**src/rtl/elevator_car_plant_if.sv**
```systemverilog
// Command/sensor bundle between the elevator controller and the car plant.
// The master is the controller; the slave is the plant.
interface elevator_car_plant_if #(
    parameter int FLOORS = 8
);
    logic              motor_up;
    logic              motor_down;
    logic              motor_brake;
    logic              door_open_cmd;
    logic              door_close_cmd;
    logic              door_obstruct;
    logic [FLOORS-1:0] floor_sensor;
    logic              door_open_sensor;
    logic              door_closed_sensor;
    logic [2:0]        car_floor;
    logic              at_level;
    logic              car_moving;
    logic [2:0]        fault_flags;

    modport master (
        output motor_up, motor_down, motor_brake,
        output door_open_cmd, door_close_cmd, door_obstruct,
        input  floor_sensor, door_open_sensor, door_closed_sensor,
        input  car_floor, at_level, car_moving, fault_flags
    );

    modport slave (
        input  motor_up, motor_down, motor_brake,
        input  door_open_cmd, door_close_cmd, door_obstruct,
        output floor_sensor, door_open_sensor, door_closed_sensor,
        output car_floor, at_level, car_moving, fault_flags
    );
endinterface

```
**src/rtl/elevator_car_plant.sv**
```systemverilog
// Elevator car, hoist and door plant model. Integrates motor commands into a
// tick-resolution car position, moves the door, and latches unsafe command
// combinations as sticky faults. All outputs come from registers.
module elevator_car_plant #(
    parameter int FLOORS      = 8,
    parameter int TICK_BITS   = 4,
    parameter int MOVE_DIV    = 4,
    parameter int DOOR_TICKS  = 10,
    parameter int START_FLOOR = 0
) (
    input  logic                 clk,
    input  logic                 rst,
    elevator_car_plant_if.slave  bus
);
    localparam int TPF = 1 << TICK_BITS;
    localparam int PW  = 3 + TICK_BITS;
    localparam int PDW = $clog2(MOVE_DIV);
    localparam int DW  = $clog2(DOOR_TICKS + 1);

    localparam logic [PW-1:0]  POS_MAX = PW'((FLOORS - 1) * TPF);
    localparam logic [PW-1:0]  POS_RST = PW'(START_FLOOR * TPF);
    localparam logic [PDW-1:0] PD_LAST = PDW'(MOVE_DIV - 1);
    localparam logic [DW-1:0]  D_OPEN  = DW'(DOOR_TICKS);

    logic [PW-1:0]  pos;
    logic [PW-1:0]  pos_nxt;
    logic [PDW-1:0] pdiv;
    logic [DW-1:0]  door_pos;
    logic [2:0]     land;
    logic [2:0]     flt;
    logic [2:0]     flt_set;
    logic           moving_q;
    logic           lvl;
    logic           dclosed;
    logic           mv_up;
    logic           mv_dn;
    logic           mv;
    logic           step;
    logic           door_inc;
    logic           door_dec;

    // Motion enables, position step, door drive and fault detection.
    always_comb begin
        lvl      = (pos[TICK_BITS-1:0] == '0);
        dclosed  = (door_pos == '0);
        mv_up    = bus.motor_up & ~bus.motor_down & ~bus.motor_brake & dclosed & (pos < POS_MAX);
        mv_dn    = bus.motor_down & ~bus.motor_up & ~bus.motor_brake & dclosed & (pos > '0);
        mv       = mv_up | mv_dn;
        step     = mv & (pdiv == PD_LAST);
        pos_nxt  = pos;
        if (step)
            pos_nxt = mv_up ? pos + PW'(1) : pos - PW'(1);
        // Opening needs a level, stationary car; an obstruction only freezes closing.
        door_inc = bus.door_open_cmd & ~bus.door_close_cmd & lvl & ~mv;
        door_dec = bus.door_close_cmd & ~bus.door_open_cmd & ~bus.door_obstruct;
        flt_set  = '0;
        flt_set[0] = bus.motor_up & bus.motor_down;
        flt_set[1] = ((bus.motor_up | bus.motor_down) & ~bus.motor_brake & ~dclosed)
                   | (bus.door_open_cmd & ~lvl);
        flt_set[2] = (bus.motor_up & ~bus.motor_brake & (pos == POS_MAX))
                   | (bus.motor_down & ~bus.motor_brake & (pos == '0));
    end

    // Plant state: position, prescaler, landing latch, door, faults.
    always_ff @(posedge clk or posedge rst) begin
        if (rst) begin
            pos      <= POS_RST;
            pdiv     <= '0;
            land     <= 3'(START_FLOOR);
            door_pos <= '0;
            flt      <= '0;
            moving_q <= 1'b0;
        end else begin
            // Prescaler restarts from zero whenever motion is interrupted.
            if (!mv)       pdiv <= '0;
            else if (step) pdiv <= '0;
            else           pdiv <= pdiv + PDW'(1);
            pos <= pos_nxt;
            // Latch only on reaching a level; between floors keep the last landing.
            if (pos_nxt[TICK_BITS-1:0] == '0)
                land <= pos_nxt[PW-1:TICK_BITS];
            if (door_inc && door_pos != D_OPEN)
                door_pos <= door_pos + DW'(1);
            else if (door_dec && !dclosed)
                door_pos <= door_pos - DW'(1);
            flt      <= flt | flt_set;
            moving_q <= mv;
        end
    end

    // One-hot landing decode.
    always_comb begin
        bus.floor_sensor = '0;
        for (int i = 0; i < FLOORS; i++)
            bus.floor_sensor[i] = (land == 3'(i));
    end

    assign bus.car_floor          = land;
    assign bus.at_level           = lvl;
    assign bus.car_moving         = moving_q;
    assign bus.door_closed_sensor = dclosed;
    assign bus.door_open_sensor   = (door_pos == D_OPEN);
    assign bus.fault_flags        = flt;
endmodule

```
**src/flat_wrapper.sv**
```systemverilog
// flat-port wrapper written by rule: the top's interface ports become plain ports
module elevator_car_plant_flat 
#(
    parameter int FLOORS      = 8,
    parameter int TICK_BITS   = 4,
    parameter int MOVE_DIV    = 4,
    parameter int DOOR_TICKS  = 10,
    parameter int START_FLOOR = 0
)
  (clk, rst, bus_motor_up, bus_motor_down, bus_motor_brake, bus_door_open_cmd, bus_door_close_cmd, bus_door_obstruct, bus_floor_sensor, bus_door_open_sensor, bus_door_closed_sensor, bus_car_floor, bus_at_level, bus_car_moving, bus_fault_flags);
  elevator_car_plant_if #(.FLOORS(FLOORS)) bus_i ();
  input  logic clk;
  input  logic rst;
  input wire logic [$bits(bus_i.motor_up)-1:0] bus_motor_up;
  input wire logic [$bits(bus_i.motor_down)-1:0] bus_motor_down;
  input wire logic [$bits(bus_i.motor_brake)-1:0] bus_motor_brake;
  input wire logic [$bits(bus_i.door_open_cmd)-1:0] bus_door_open_cmd;
  input wire logic [$bits(bus_i.door_close_cmd)-1:0] bus_door_close_cmd;
  input wire logic [$bits(bus_i.door_obstruct)-1:0] bus_door_obstruct;
  output wire logic [$bits(bus_i.floor_sensor)-1:0] bus_floor_sensor;
  output wire logic [$bits(bus_i.door_open_sensor)-1:0] bus_door_open_sensor;
  output wire logic [$bits(bus_i.door_closed_sensor)-1:0] bus_door_closed_sensor;
  output wire logic [$bits(bus_i.car_floor)-1:0] bus_car_floor;
  output wire logic [$bits(bus_i.at_level)-1:0] bus_at_level;
  output wire logic [$bits(bus_i.car_moving)-1:0] bus_car_moving;
  output wire logic [$bits(bus_i.fault_flags)-1:0] bus_fault_flags;
  assign bus_i.motor_up = bus_motor_up;
  assign bus_i.motor_down = bus_motor_down;
  assign bus_i.motor_brake = bus_motor_brake;
  assign bus_i.door_open_cmd = bus_door_open_cmd;
  assign bus_i.door_close_cmd = bus_door_close_cmd;
  assign bus_i.door_obstruct = bus_door_obstruct;
  assign bus_floor_sensor = bus_i.floor_sensor;
  assign bus_door_open_sensor = bus_i.door_open_sensor;
  assign bus_door_closed_sensor = bus_i.door_closed_sensor;
  assign bus_car_floor = bus_i.car_floor;
  assign bus_at_level = bus_i.at_level;
  assign bus_car_moving = bus_i.car_moving;
  assign bus_fault_flags = bus_i.fault_flags;
  elevator_car_plant #(.FLOORS(FLOORS), .TICK_BITS(TICK_BITS), .MOVE_DIV(MOVE_DIV), .DOOR_TICKS(DOOR_TICKS), .START_FLOOR(START_FLOOR)) u_core (.clk(clk), .rst(rst), .bus(bus_i));
endmodule
```
**config.mk**
```make
export PLATFORM = sky130hd
export DESIGN_NAME = elevator_car_plant_flat
export DESIGN_NICKNAME = d
export VERILOG_FILES = /design/src/rtl/elevator_car_plant_if.sv /design/src/rtl/elevator_car_plant.sv /design/src/flat_wrapper.sv
export SDC_FILE = /design/constraint.sdc
export NUM_CORES = 1
export LEC_CHECK = 0
export BUFFER_PORTS_ARGS = -buffer_cell sky130_fd_sc_hd__buf_2
export CORE_UTILIZATION = 58
export CTS_CLUSTER_SIZE = 40
export DETAILED_ROUTE_END_ITERATION = 8
export PLACE_DENSITY = 0.83
export SYNTH_ARGS = -nofsm -noshare
export SYNTH_HDL_FRONTEND = slang
export SYNTH_SLANG_ARGS = --single-unit
```
**constraint.sdc**
```tcl
create_clock -name clk -period 6 [get_ports clk]
set_input_delay 1.2 -clock clk [delete_from_list [all_inputs] [get_ports clk]]
set_output_delay 1.2 -clock clk [all_outputs]
set_load 0.05 [all_outputs]
```
Word-level counts from Yosys, hierarchy flattened
Cells that the tools add are included.
{ "classes": {"addsub": 5, "order_cmp": 2, "n_eq_ne": 11, "muxes": 6, "bitwise": 36, "n_reduce_logical": 9} }
{ "ops": {"columns": ["operator", "count"], "rows": [
  ["bitwise AND 1 bit", 22],
  ["two-way mux 7 bit", 2],
  ["== test 3 bit, second input constant", 4],
  ["logical NOT 4 bit", 3],
  ["inverter 1 bit", 9],
  ["two-way mux 4 bit", 2],
  ["adder 7 x 1 -> 7 bit, second input constant", 1],
  ["== test 7 bit, second input constant", 1],
  ["> comparator 7 x 1 -> 1 bit, second input constant", 1],
  ["logical NOT 7 bit", 1],
  ["less-than comparator 7 bit, second input constant", 1],
  ["subtractor 7 x 1 -> 7 bit, second input constant", 1],
  ["== test 3 x 2 -> 1 bit, second input constant", 2],
  ["adder 4 x 1 -> 4 bit, second input constant", 1],
  ["== test 4 bit, second input constant", 1],
  ["two-way mux 2 bit", 2],
  ["!= test 4 bit, second input constant", 1],
  ["OR 1 bit", 4],
  ["subtractor 4 x 1 -> 4 bit, second input constant", 1],
  ["== test 3 x 1 -> 1 bit, second input constant", 1],
  ["logical NOT 3 bit", 1],
  ["OR 3 bit", 1],
  ["adder 2 x 1 -> 2 bit, second input constant", 1],
  ["== test 2 bit, second input constant", 1],
  ["3 further kinds", 4]
]} }
{ "word_totals": {"ff_bits": 20, "input_bits": 8, "out_inout_bits": 18, "word_cells": 75} }

Longest topological paths before layout
{ "depth": {"word_depth": 10, "mapped_depth": 10} }

Worst setup path before layout
No wires, ideal clock.
{ "synth_path": {"path_type": "input port to flip-flop", "start": "input port bus_motor_down", "end": "register u_core.land[1] (netlist: u_core.bus.car_floor[1])", "arrival_time_ns": 3.358, "required_time_ns": 5.875, "path_slack_ns": 2.518, "path_stages": 8, "cell_sequence": "nor3b_1 nand3_1 ha_1 and3_2 or3_1 a21oi_1 a21o_2 mux2_2"} }
{ "synth_via": {"elab_chain_len": 9, "elab_cells_between_ends": 14, "cone_classes": "mux: 2; bitwise: 11; reduce/logical: 1"} }
{ "synth_lines": {"columns": ["element", "line", "text"], "rows": [
  ["from (decl)", "flat_wrapper.sv:15", "input wire logic [$bits(bus_i.motor_down)-1:0] bus_motor_down;"],
  ["inverter 1 bit", "elevator_car_plant.sv:46", "mv_up = bus.motor_up & ~bus.motor_down & ~bus.motor_brake & dclosed & (pos < POS_MAX);"],
  ["bitwise AND 1 bit (4 in a row)", "elevator_car_plant.sv:46", null],
  ["OR 1 bit", "elevator_car_plant.sv:48", "mv = mv_up | mv_dn;"],
  ["bitwise AND 1 bit", "elevator_car_plant.sv:49", "step = mv & (pdiv == PD_LAST);"],
  ["two-way mux 7 bit *", "elevator_car_plant.sv:51", "if (step)"],
  ["logical NOT 4 bit", "elevator_car_plant.sv:80", "if (pos_nxt[TICK_BITS-1:0] == '0)"],
  ["to (signal assigned)", "elevator_car_plant.sv:69", "land <= 3'(START_FLOOR);"],
  ["to (signal assigned)", "elevator_car_plant.sv:81", "land <= pos_nxt[PW-1:TICK_BITS];"],
  ["to (decl)", "elevator_car_plant.sv:29", "logic [2:0] land;"]
]} }
Mark *: on every way between the ends. The rest lies on a longest branch, timed or not.
A chain may end at the register's enable or synchronous reset.

Worst setup path after layout
Same ends and word-level chain as after synthesis.

==> results.json <==
{
  "grt_max_degree": 21,
  "period_needed_ns": 3.580,
  "yosys-top-cells-area": "dfrtp_1 (38%), ha_1 (7.5%), nor3b_1 (4.0%), mux2_2 (3.4%), fa_1 (3.0%)",
  "reg2reg_from": "u_core.door_pos[2]",
  "cts_root_buf": "clkbuf_4",
  "holdPathStages": 1,
  "area_delta_synth_final_pct": 11.88,
  "path_class": "input pin to flip-flop",
  "num_io_pins": 26,
  "status": "completed",
  "powerDensity_nw_per_um2": 226.8,
  "ff2ff_path_depth": 9,
  "die-area_sq_um": 2484,
  "synth_edf_count": 0,
  "post-dp-hpwl_microns": 2101,
  "gp_congestion": 0.9504,
  "finalSetupViolCount": 0,
  "power.share.clock": 0.194,
  "yosysWarnings": 0,
  "min-delay-path-class": "flip-flop to flip-flop",
  "holdBufCountCts": 0,
  "io_buffer_count": 25,
  "slew_violations": 0,
  "wirelength_microns": 2769,
  "end_kind": "flip-flop",
  "share_comb_of_total_power": 0.305,
  "clk_latency_ns": 0.30,
  "ys.flop_type": "dfrtp_1",
  "worstPathArrival_ns": 3.78,
  "first_pass_iters": 4,
  "synth_nets": 147,
  "synth_area_per_cell_sq_um": 10.29,
  "clockBufferDepth": 2,
  "rows": 16,
  "cts_buffers": 3,
  "p_switching_w": 0.0001187,
  "die_width_microns": 49.84,
  "fin_total_pwr_w": 0.0003368,
  "fin_nets": 173,
  "dr_wl_met3_microns": 115,
  "crit_fanout": 6,
  "min_from": "u_core.pdiv[0]",
  "drt-initial-drc-count": 35,
  "route.met2.wl_microns": 1366,
  "maxCapViolCount": 0,
  "rr_endpoint": "u_core.bus.car_floor[1]",
  "htree_levels": 1,
  "ant_nets": 0,
  "drc": 0,
  "yosys.area.top_type_share": 0.3770,
  "skew_ns": 0.001616,
  "ir_worst_vdd_v": 0.0002259,
  "post-route-period-util": 0.5967,
  "synth_cell_types": 45,
  "place_area_sq_um": 1463,
  "seqPwrFrac": 0.501,
  "ys_seq_elements": 20,
  "seq_area_frac_synth": 0.3770,
  "grt_pass1_vias": 1071,
  "top_layer": "met4",
  "rrSetupSlack_ns": 2.62,
  "antenna_found_initial": 0,
  "post_cts_resized": 0,
  "met1Wirelength_microns": 1255,
  "vias_per_cell": 6.111,
  "critPathRequiredTime_ns": 6.20,
  "cts.sinks": 20,
  "start_util": 0.6438,
  "hold_ws_ns": 0.4447,
  "final-hold-violation-count": 0,
  "num-fill-cells": 150,
  "clk_pin_slew_ns": 0.11,
  "syn-cell-area_sq_um": 1328,
  "tritoncts": "built",
  "rsz0062_at_grt": "false",
  "p_int_w": 0.0002181,
  "grt-ovfl-total": 0,
  "async_reset_ff_frac": 1.000,
  "antenna_cells": 0,
  "totalNegativeSetupSlack_ns": 0,
  "start_kind": "input pin",
  "p_leak_nw": 0.7365,
  "cts_setup_buffers": 0,
  "max_slew_margin": 0.4972,
  "finalInstanceArea_sq_um": 1485,
  "tightest_slew_ns": 0.7533,
  "drive_above_1_share": 0.2614,
  "swShare": 0.3525,
  "num_vias": 1100,
  "hold_end": "u_core.pdiv[0]",
  "synthCells": 129,
  "die_h_microns": 49.84,
  "grt_pass1_wl_microns": 4581,
  "grtUsageTotal": 0.2479,
  "core_area_sq_um": 2062,
  "wl_per_cell_microns": 15.38,
  "fmax_mhz": 279.3,
  "synth_top_area_cell": "dfrtp_1"
}
[sequential cells by signal, summed over array words and instances (netlist names)]
| register | flops |
|---|---|
| u_core.pos | 7 |
| u_core.door_pos | 4 |
| u_core.bus.car_floor | 3 |
| u_core.bus.fault_flags | 3 |
| u_core.pdiv | 2 |
| u_core.bus.car_moving | 1 |
[kinds of logic (layout without fill, tap and decap cells)]
kind of cell	after synthesis	after routing	share of synthesized area
DFF	20	20	0.3770
xor gates and xnor gates	6	6	0.03958
muxes	8	8	0.07163
buffers and inverters	14	38	0.04618
adders and majority gates	10	10	0.1056
and+or+nand+nor	41	41	0.1951
AOI/OAI and AO/OA	30	30	0.1649
[per-layer routing]
| metal | global-route usage | vias up |
|---|---|---|
| li1 | - | 526 |
| met1 | 0.3094 | 523 |
| met2 | 0.4279 | 47 |
| met3 | 0.03704 | 4 |
| met4 | 0.09524 | 0 |
| met5 | 0 | - |
[layout by cell type, fill, tap and decap left out, types with 2 or more instances in the layout]
cell type,synthesis,final
buf_2,0,25
dfrtp_1,20,20
inv_1,10,10
ha_1,8,8
nor3b_1,7,7
a21o_1,5,5
a21oi_1,5,5
nand3_1,5,5
o21ai_0,5,5
nor2_1,5,5
xnor2_1,4,4
mux2_2,4,4
nor2b_1,3,3
a211oi_1,3,3
nand2_1,3,3
clkbuf_4,0,3
or4_1,2,2
or3_1,2,2
o2111a_1,2,2
mux2_4,2,2
nor3_1,2,2
mux2i_1,2,2
nor4b_1,2,2
xor2_1,2,2
and3b_1,2,2
fa_1,2,2
[through the flow]
| step | utilization | std cells | setup WS [ns] |
|---|---|---|---|
| 6_report | 0.7203 | 180 | 2.420 |
| 5_1_grt | 0.7203 | 180 | 2.306 |
| 4_1_cts | 0.7203 | 180 | 2.451 |
| 3_5_place_dp | 0.7093 | 177 | 2.135 |
| 3_3_place_gp | 0.7093 | 177 | 2.241 |
| 2_1_floorplan | - | 129 | 2.518 |
[worst max-delay path by stage]
stage	depth (start not counted)	endpoint	start	slack, ns
2_1_floorplan	8	u_core.bus.car_floor[1]	bus_motor_down	2.52
3_3_place_gp	9	u_core.bus.car_floor[1]	bus_motor_down	2.24
3_5_place_dp	9	u_core.bus.car_floor[1]	bus_motor_down	2.14
4_1_cts	9	u_core.bus.car_floor[1]	bus_motor_down	2.45
5_1_grt	9	u_core.bus.car_floor[1]	bus_motor_up	2.31
6_report	9	u_core.bus.car_floor[1]	bus_motor_down	2.42
[synth_stat cells (2+ instances only)]
library cell,count
or4_1,2
o21ai_0,5
and3b_1,2
xor2_1,2
or3_1,2
xnor2_1,4
a211oi_1,3
mux2_2,4
fa_1,2
nand3_1,5
nor2_1,5
a21o_1,5
nor3_1,2
nand2_1,3
mux2_4,2
clkbuf_1,2
nor3b_1,7
ha_1,8
inv_1,10
a21oi_1,5
o2111a_1,2
mux2i_1,2
nor2b_1,3
nor4b_1,2
dfrtp_1,20
[power groups by stage]
stage	Combinational (W)	Sequential, W	Clock (W)
global placement	0.0000971	0.000170	0
finish	0.000103	0.000169	0.0000652
floorplan	0.0000784	0.000169	0
detailed placement	0.000102	0.000172	0
global route	0.000116	0.000173	0.0000672
CTS	0.000103	0.000169	0.0000651
[critical path, stage by stage]
cell and delay (ns):
buf_2 0.14, nor3b_1 0.32, nand3_1 0.31, ha_1 0.44, and3_2 0.26, or3_1 0.37, a21oi_1 0.22, a21o_2 0.20
mux2_2 0.33
[area by class of cell]
type                            count  area (sq um)  share of cell area
Multi-Input combinational cell     95         765.7              0.5156
Sequential cell                    20         500.5              0.3370
Clock buffer                        3         22.52             0.01516
Timing Repair Buffer               25         125.1             0.08425
Inverter                           10         37.54             0.02527
Tap cell                           27         33.78             0.02275
(Power assumes the default switching activity.)
